$ cat config.mk
export PLATFORM = sky130hd
export DESIGN_NAME = openmips_min_sopc_core
export DESIGN_NICKNAME = d
export VERILOG_FILES = /design/src/rtl/openmips_min_sopc_core.sv
export SDC_FILE = /design/constraint.sdc
export NUM_CORES = 1
export LEC_CHECK = 0
export BUFFER_PORTS_ARGS = -buffer_cell sky130_fd_sc_hd__buf_2
export CAP_MARGIN = 20
export CORE_MARGIN = 2
export CORE_UTILIZATION = 40
export DETAILED_ROUTE_END_ITERATION = 16
export PLACE_DENSITY = 0.66
export SYNTH_ARGS = -nofsm -noshare
export SYNTH_HDL_FRONTEND = slang
export SYNTH_SLANG_ARGS = --single-unit
export TNS_END_PERCENT = 50
$ cat constraint.sdc
create_clock -name clk_100mhz -period 6.4 [get_ports clk_100mhz]
set_clock_uncertainty 0.05 [all_clocks]
set_input_delay 0 -clock clk_100mhz [delete_from_list [all_inputs] [get_ports clk_100mhz]]
set_output_delay 0 -clock clk_100mhz [all_outputs]
set_load 0.02 [all_outputs]
$ cat src/rtl/openmips_min_sopc_core.sv
// openmips_min_sopc_core: single-cycle MIPS-subset core, 16-word ROM, LED and
// 4-digit seven-segment output on one board clock.
// Ports:
//   clk_100mhz : board clock, all state on rising edge
//   rst        : asynchronous active-low reset
//   btn[4:0]   : push buttons, readable through $30
//   sw[7:0]    : sw[7] holds CPU in soft reset, sw[6:0] readable through $30
//   seg[7:0]   : active-low segments {dp,g,f,e,d,c,b,a}
//   an[3:0]    : active-low digit enables, an[0] rightmost
//   led[7:0]   : $1[7:0]
module openmips_min_sopc_core #(
    parameter int CPU_DIV   = 1,
    parameter int SCAN_BITS = 16
) (
    input  logic       clk_100mhz,
    input  logic       rst,
    input  logic [4:0] btn,
    input  logic [7:0] sw,
    output logic [7:0] seg,
    output logic [3:0] an,
    output logic [7:0] led
);

    localparam int DIV_W = (CPU_DIV > 1) ? $clog2(CPU_DIV) : 1;

    localparam logic [5:0] OP_SPECIAL = 6'h00;
    localparam logic [5:0] OP_J       = 6'h02;
    localparam logic [5:0] OP_BEQ     = 6'h04;
    localparam logic [5:0] OP_ADDIU   = 6'h09;
    localparam logic [5:0] OP_ORI     = 6'h0D;
    localparam logic [5:0] F_ADDU     = 6'h21;
    localparam logic [5:0] F_AND      = 6'h24;
    localparam logic [5:0] F_OR       = 6'h25;

    localparam logic [4:0] IO_REG     = 5'd30;

    function automatic logic [31:0] rom_word(input logic [3:0] idx);
        logic [31:0] w;
        case (idx)
            4'd0:    w = 32'h3401_0000;
            4'd1:    w = 32'h2421_0001;
            4'd2:    w = 32'h0800_0001;
            default: w = 32'h0000_0000;
        endcase
        return w;
    endfunction

    function automatic logic [7:0] hex_seg(input logic [3:0] n);
        logic [7:0] s;
        case (n)
            4'h0:    s = 8'hC0;
            4'h1:    s = 8'hF9;
            4'h2:    s = 8'hA4;
            4'h3:    s = 8'hB0;
            4'h4:    s = 8'h99;
            4'h5:    s = 8'h92;
            4'h6:    s = 8'h82;
            4'h7:    s = 8'hF8;
            4'h8:    s = 8'h80;
            4'h9:    s = 8'h90;
            4'hA:    s = 8'h88;
            4'hB:    s = 8'h83;
            4'hC:    s = 8'hC6;
            4'hD:    s = 8'hA1;
            4'hE:    s = 8'h86;
            default: s = 8'h8E;
        endcase
        return s;
    endfunction

    logic [5:0]           pc;
    logic [5:0]           pc_plus4;
    logic [5:0]           pc_next;
    logic [31:0]          instr;
    logic [31:0]          regs [32];
    logic [DIV_W-1:0]     div_cnt;
    logic                 step_en;
    logic [SCAN_BITS-1:0] scan_cnt;

    logic [5:0]  op;
    logic [5:0]  funct;
    logic [4:0]  rs;
    logic [4:0]  rt;
    logic [4:0]  rd;
    logic [31:0] imm_sext;
    logic [31:0] imm_zext;
    logic [31:0] rs_val;
    logic [31:0] rt_val;
    logic [31:0] io_word;

    logic        wr_en;
    logic [4:0]  wr_addr;
    logic [31:0] wr_data;

    logic [1:0]  digit;
    logic [31:0] r1;
    logic        unused;

    assign instr    = rom_word(pc[5:2]);
    assign op       = instr[31:26];
    assign rs       = instr[25:21];
    assign rt       = instr[20:16];
    assign rd       = instr[15:11];
    assign funct    = instr[5:0];
    assign imm_zext = {16'h0000, instr[15:0]};
    assign imm_sext = {{16{instr[15]}}, instr[15:0]};
    assign unused   = ^instr[10:6];

    assign io_word  = {20'h00000, btn, sw[6:0]};
    assign pc_plus4 = pc + 6'd4;
    assign step_en  = (div_cnt == DIV_W'(CPU_DIV - 1));

    // $0 and $30 are virtual: their array entries are never written.
    always_comb begin
        rs_val = regs[rs];
        if (rs == 5'd0)
            rs_val = '0;
        else if (rs == IO_REG)
            rs_val = io_word;
    end

    always_comb begin
        rt_val = regs[rt];
        if (rt == 5'd0)
            rt_val = '0;
        else if (rt == IO_REG)
            rt_val = io_word;
    end

    // PC is only 6 bits wide, so branch and jump targets wrap modulo 64.
    always_comb begin
        wr_en   = 1'b0;
        wr_addr = rt;
        wr_data = '0;
        pc_next = pc_plus4;
        case (op)
            OP_SPECIAL: begin
                wr_addr = rd;
                case (funct)
                    F_ADDU: begin
                        wr_en   = 1'b1;
                        wr_data = rs_val + rt_val;
                    end
                    F_OR: begin
                        wr_en   = 1'b1;
                        wr_data = rs_val | rt_val;
                    end
                    F_AND: begin
                        wr_en   = 1'b1;
                        wr_data = rs_val & rt_val;
                    end
                    default: ;
                endcase
            end
            OP_ORI: begin
                wr_en   = 1'b1;
                wr_data = rs_val | imm_zext;
            end
            OP_ADDIU: begin
                wr_en   = 1'b1;
                wr_data = rs_val + imm_sext;
            end
            OP_BEQ: begin
                if (rs_val == rt_val)
                    pc_next = pc_plus4 + {instr[3:0], 2'b00};
            end
            OP_J: begin
                pc_next = {instr[3:0], 2'b00};
            end
            default: ;
        endcase
    end

    always_ff @(posedge clk_100mhz or negedge rst) begin
        if (!rst) begin
            div_cnt <= '0;
        end else if (sw[7] || step_en) begin
            div_cnt <= '0;
        end else begin
            div_cnt <= div_cnt + 1'b1;
        end
    end

    always_ff @(posedge clk_100mhz or negedge rst) begin
        if (!rst) begin
            pc <= '0;
        end else if (sw[7]) begin
            pc <= '0;
        end else if (step_en) begin
            pc <= pc_next;
        end
    end

    always_ff @(posedge clk_100mhz or negedge rst) begin
        if (!rst) begin
            for (int i = 0; i < 32; i++)
                regs[i] <= '0;
        end else if (sw[7]) begin
            for (int i = 0; i < 32; i++)
                regs[i] <= '0;
        end else if (step_en && wr_en &&
                     wr_addr != 5'd0 && wr_addr != IO_REG) begin
            regs[wr_addr] <= wr_data;
        end
    end

    // Display scan ignores the soft reset so the panel keeps refreshing.
    always_ff @(posedge clk_100mhz or negedge rst) begin
        if (!rst)
            scan_cnt <= '0;
        else
            scan_cnt <= scan_cnt + 1'b1;
    end

    assign r1    = regs[1];
    assign digit = scan_cnt[SCAN_BITS-1 -: 2];
    assign an    = ~(4'b0001 << digit);
    assign seg   = hex_seg(r1[{digit, 2'b00} +: 4]);
    assign led   = r1[7:0];

endmodule

==> metrics.yaml <==
run_status:
  outcome: "completed"
routing:
  wl_um: 5090
  drt-initial-drc-count: 246
  route.detailed.drc: 0
  firstDrtPassIters: 4
  wl_met1_um: 2420
  post_drt_wl_per_cell_um: 14.5
  routed.top_layer: "met4"
  via_per_inst: 5.61
  drtAntennaViolNets: 0
  wl_met3_um: 310
  wl_met2_um: 2260
  vias: 1962
sta:
  rsz0062_at_grt: "false"
  hold_slack_ns: 0.0895
  relSlewSlack: 0.451
  finalSetupViolations: 0
  drv_slew: 0
  period_needed_ns: 3.24
  setup_tns_ns: 0
  max_freq_mhz: 309
  worst_pin_slew_ns: 0.823
  finalHoldViolations: 0
  finalCritPeriodShare: 0.506
clocking:
  cts_sinks: 37
  cts_htree_levels: 2
  cts_tree: "done"
  cts_root_buffer: "clkbuf_8"
  numCtsBuffers: 5
  path_clk_slew_ns: 0.07
  post_cts_buffers: 0
  clk_latency_ns: 0.29
  cts_buffer_depth: 2
synth:
  avgSynthCellArea_um2: 9.24
  ys_top_cells_by_count: "dfrtp_1 (37), nor2_1 (21), nand2_1 (20)"
  syn_area_um2: 2530
  synth-main-ff-cell: "dfrtp_1"
  yosysUniqueCellTypes: 51
  synth_nets: 302
  ys_ff_latch: 37
  synth-edff-count: 0
  yosys-top-cells-area: "dfrtp_1 (37%), ha_1 (6.4%), mux4_2 (4.4%)"
  synth.yosys.seq_area_share: 0.366
  synthArstFlopShare: 1.00
  postSynthCellCount: 274
  yosysTopAreaCell: "dfrtp_1"
  synth_top_area_share: 0.366
  yosys_warnings: 0
  yosysMostFrequentCell: "dfrtp_1"
die:
  die_area_um2: 6980
  die_w_um: 83.6
  ioPinCount: 35
  coreArea_um2: 6030
  fp-row-count: 28
  die_y_um: 83.6
  start_util: 0.420
setup_path:
  critPathMaxFanout: 10
  worstPathArrival_ns: 3.40
  required_ns: 6.56
  start_kind: "register"
  worstSetupPathType: "reg -> reg"
  r2r_start: "pc[3]"
  worst_setup_path_end_kind: "register"
  crit_start: "pc[3]"
final_layout:
  final_util: 0.446
  fill_cells: 569
  syn2layout_area_growth_pct: 6.23
  multi_input_area_um2: 1400
  fin_cells: 350
  antennaDiodeCount: 0
  drive_gt1_frac: 0.167
  num-nets-final: 302
  seqCellArea_um2: 926
global_route:
  grt_pass1_vias: 1837
  grt.overflow.total: 0
  grt_pass1_wl_um: 8940
  grt_use_total: 0.157
  grt_max_degree: 38
  antenna_found_initial: 0
power_and_ir_drop:
  p_per_area_nw_per_um2: 192
  p_leak_nw: 1.13
  vdd_drop_max_mv: 0.0931
place:
  numPortBuffers: 21
  dp.final_hpwl_um: 3690
  gp_congestion: 0.879
  place_inst: 341
min_path:
  worstHoldStart: "sw[7]"
  min_path_type: "in -> reg"
flow_run:
  cap_violations: 0
path summary, 6_finish.rpt:
kind	end	slack, ns	cells after the start
hold / removal	pc[5]	0.09	2
max in group asynchronous	r1[12]	5.49	2
setup / recovery	r1[12]	3.16	10
setup reg to reg	r1[12]	3.16	10
hold reg to reg	scan_cnt[0]	0.40	1
min in group asynchronous	pc[4]	0.29	2
registers in the layout (all words and copies together), names as in the netlist:
signal    count
r1           16
pc            4
scan_cnt     16
div_cnt       1
worst max-delay path, stage by stage (launching register included):
cell and delay (ns):
dfrtp_1 0.43, inv_1 0.10, ha_1 0.35, nor3b_1 0.63, and2_1 0.22, ha_1 0.19
nand3_1 0.20, nor4_1 0.43, nand4_1 0.20, o21ba_2 0.24, a31oi_1 0.13
area by class of cell:
type / instances / share of cell area
timing repair buffer: 22 / 0.0428
sequential: 37 / 0.344
inverter: 8 / 0.0112
tap: 75 / 0.0349
clock buffer: 6 / 0.0307
clock inverter: 2 / 0.0140
multi-input combinational: 200 / 0.522
per-layer routing:
| metal | track usage | up-vias |
|---|---|---|
| met3 | 0.0356 | 11 |
| met5 | 0 | - |
| met2 | 0.235 | 55 |
| li1 | - | 956 |
| met4 | 0.0513 | 0 |
| met1 | 0.226 | 940 |
cell families after synthesis:
| kind of cell | Yosys count | share of synthesized area |
|---|---|---|
| muxes | 10 | 0.0657 |
| buffers and inverters | 37 | 0.0796 |
| adders and majority gates | 13 | 0.0643 |
| xor gates and xnor gates | 16 | 0.0554 |
| AOI/OAI and AO/OA | 47 | 0.112 |
| other | 2 | 0.00297 |
| and+or+nand+nor | 112 | 0.254 |
| DFF | 37 | 0.366 |
metrics by stage:
step | power, W | setup slack (ns) | instance area (µm²)
3_5_place_dp | 0.000309 | 3.20 | 2560
5_1_grt | 0.000545 | 2.78 | 2690
6_report | 0.000516 | 3.16 | 2690
2_1_floorplan | 0.000295 | 3.80 | 2530
3_3_place_gp | 0.000308 | 3.22 | 2560
4_1_cts | 0.000522 | 3.18 | 2690
cell usage in the layout (no fill, tap or decap), types with 9 or more instances in the layout:
cell type  netlist  final
buf_2            5     21
nor2_1          21     21
nand2_1         20     20
nor3_1           9      9
a21oi_1         15     15
ha_1            13     13
o21ai_0         13     13
xnor2_1          9      9
nand3_1         13     13
dfrtp_1         37     37
what timing repair did:
| action | CTS | global route |
|---|---|---|
| hold buffers | 1 | 0 |
| endpoints found under the hold margin | 37 | 0 |
| gates resized for setup | 0 | 0 |
where the power goes:
| group | leakage, nW | total, W | switching (W) | internal, W |
|---|---|---|---|---|
| combinational | 0.577 | 0.0000653 | 0.0000448 | 0.0000205 |
| sequential | 0.498 | 0.000240 | 0.00000373 | 0.000236 |
| clock | 0.0574 | 0.000211 | 0.0000842 | 0.000127 |
No activity file was read; power rests on OpenSTA's default activity.
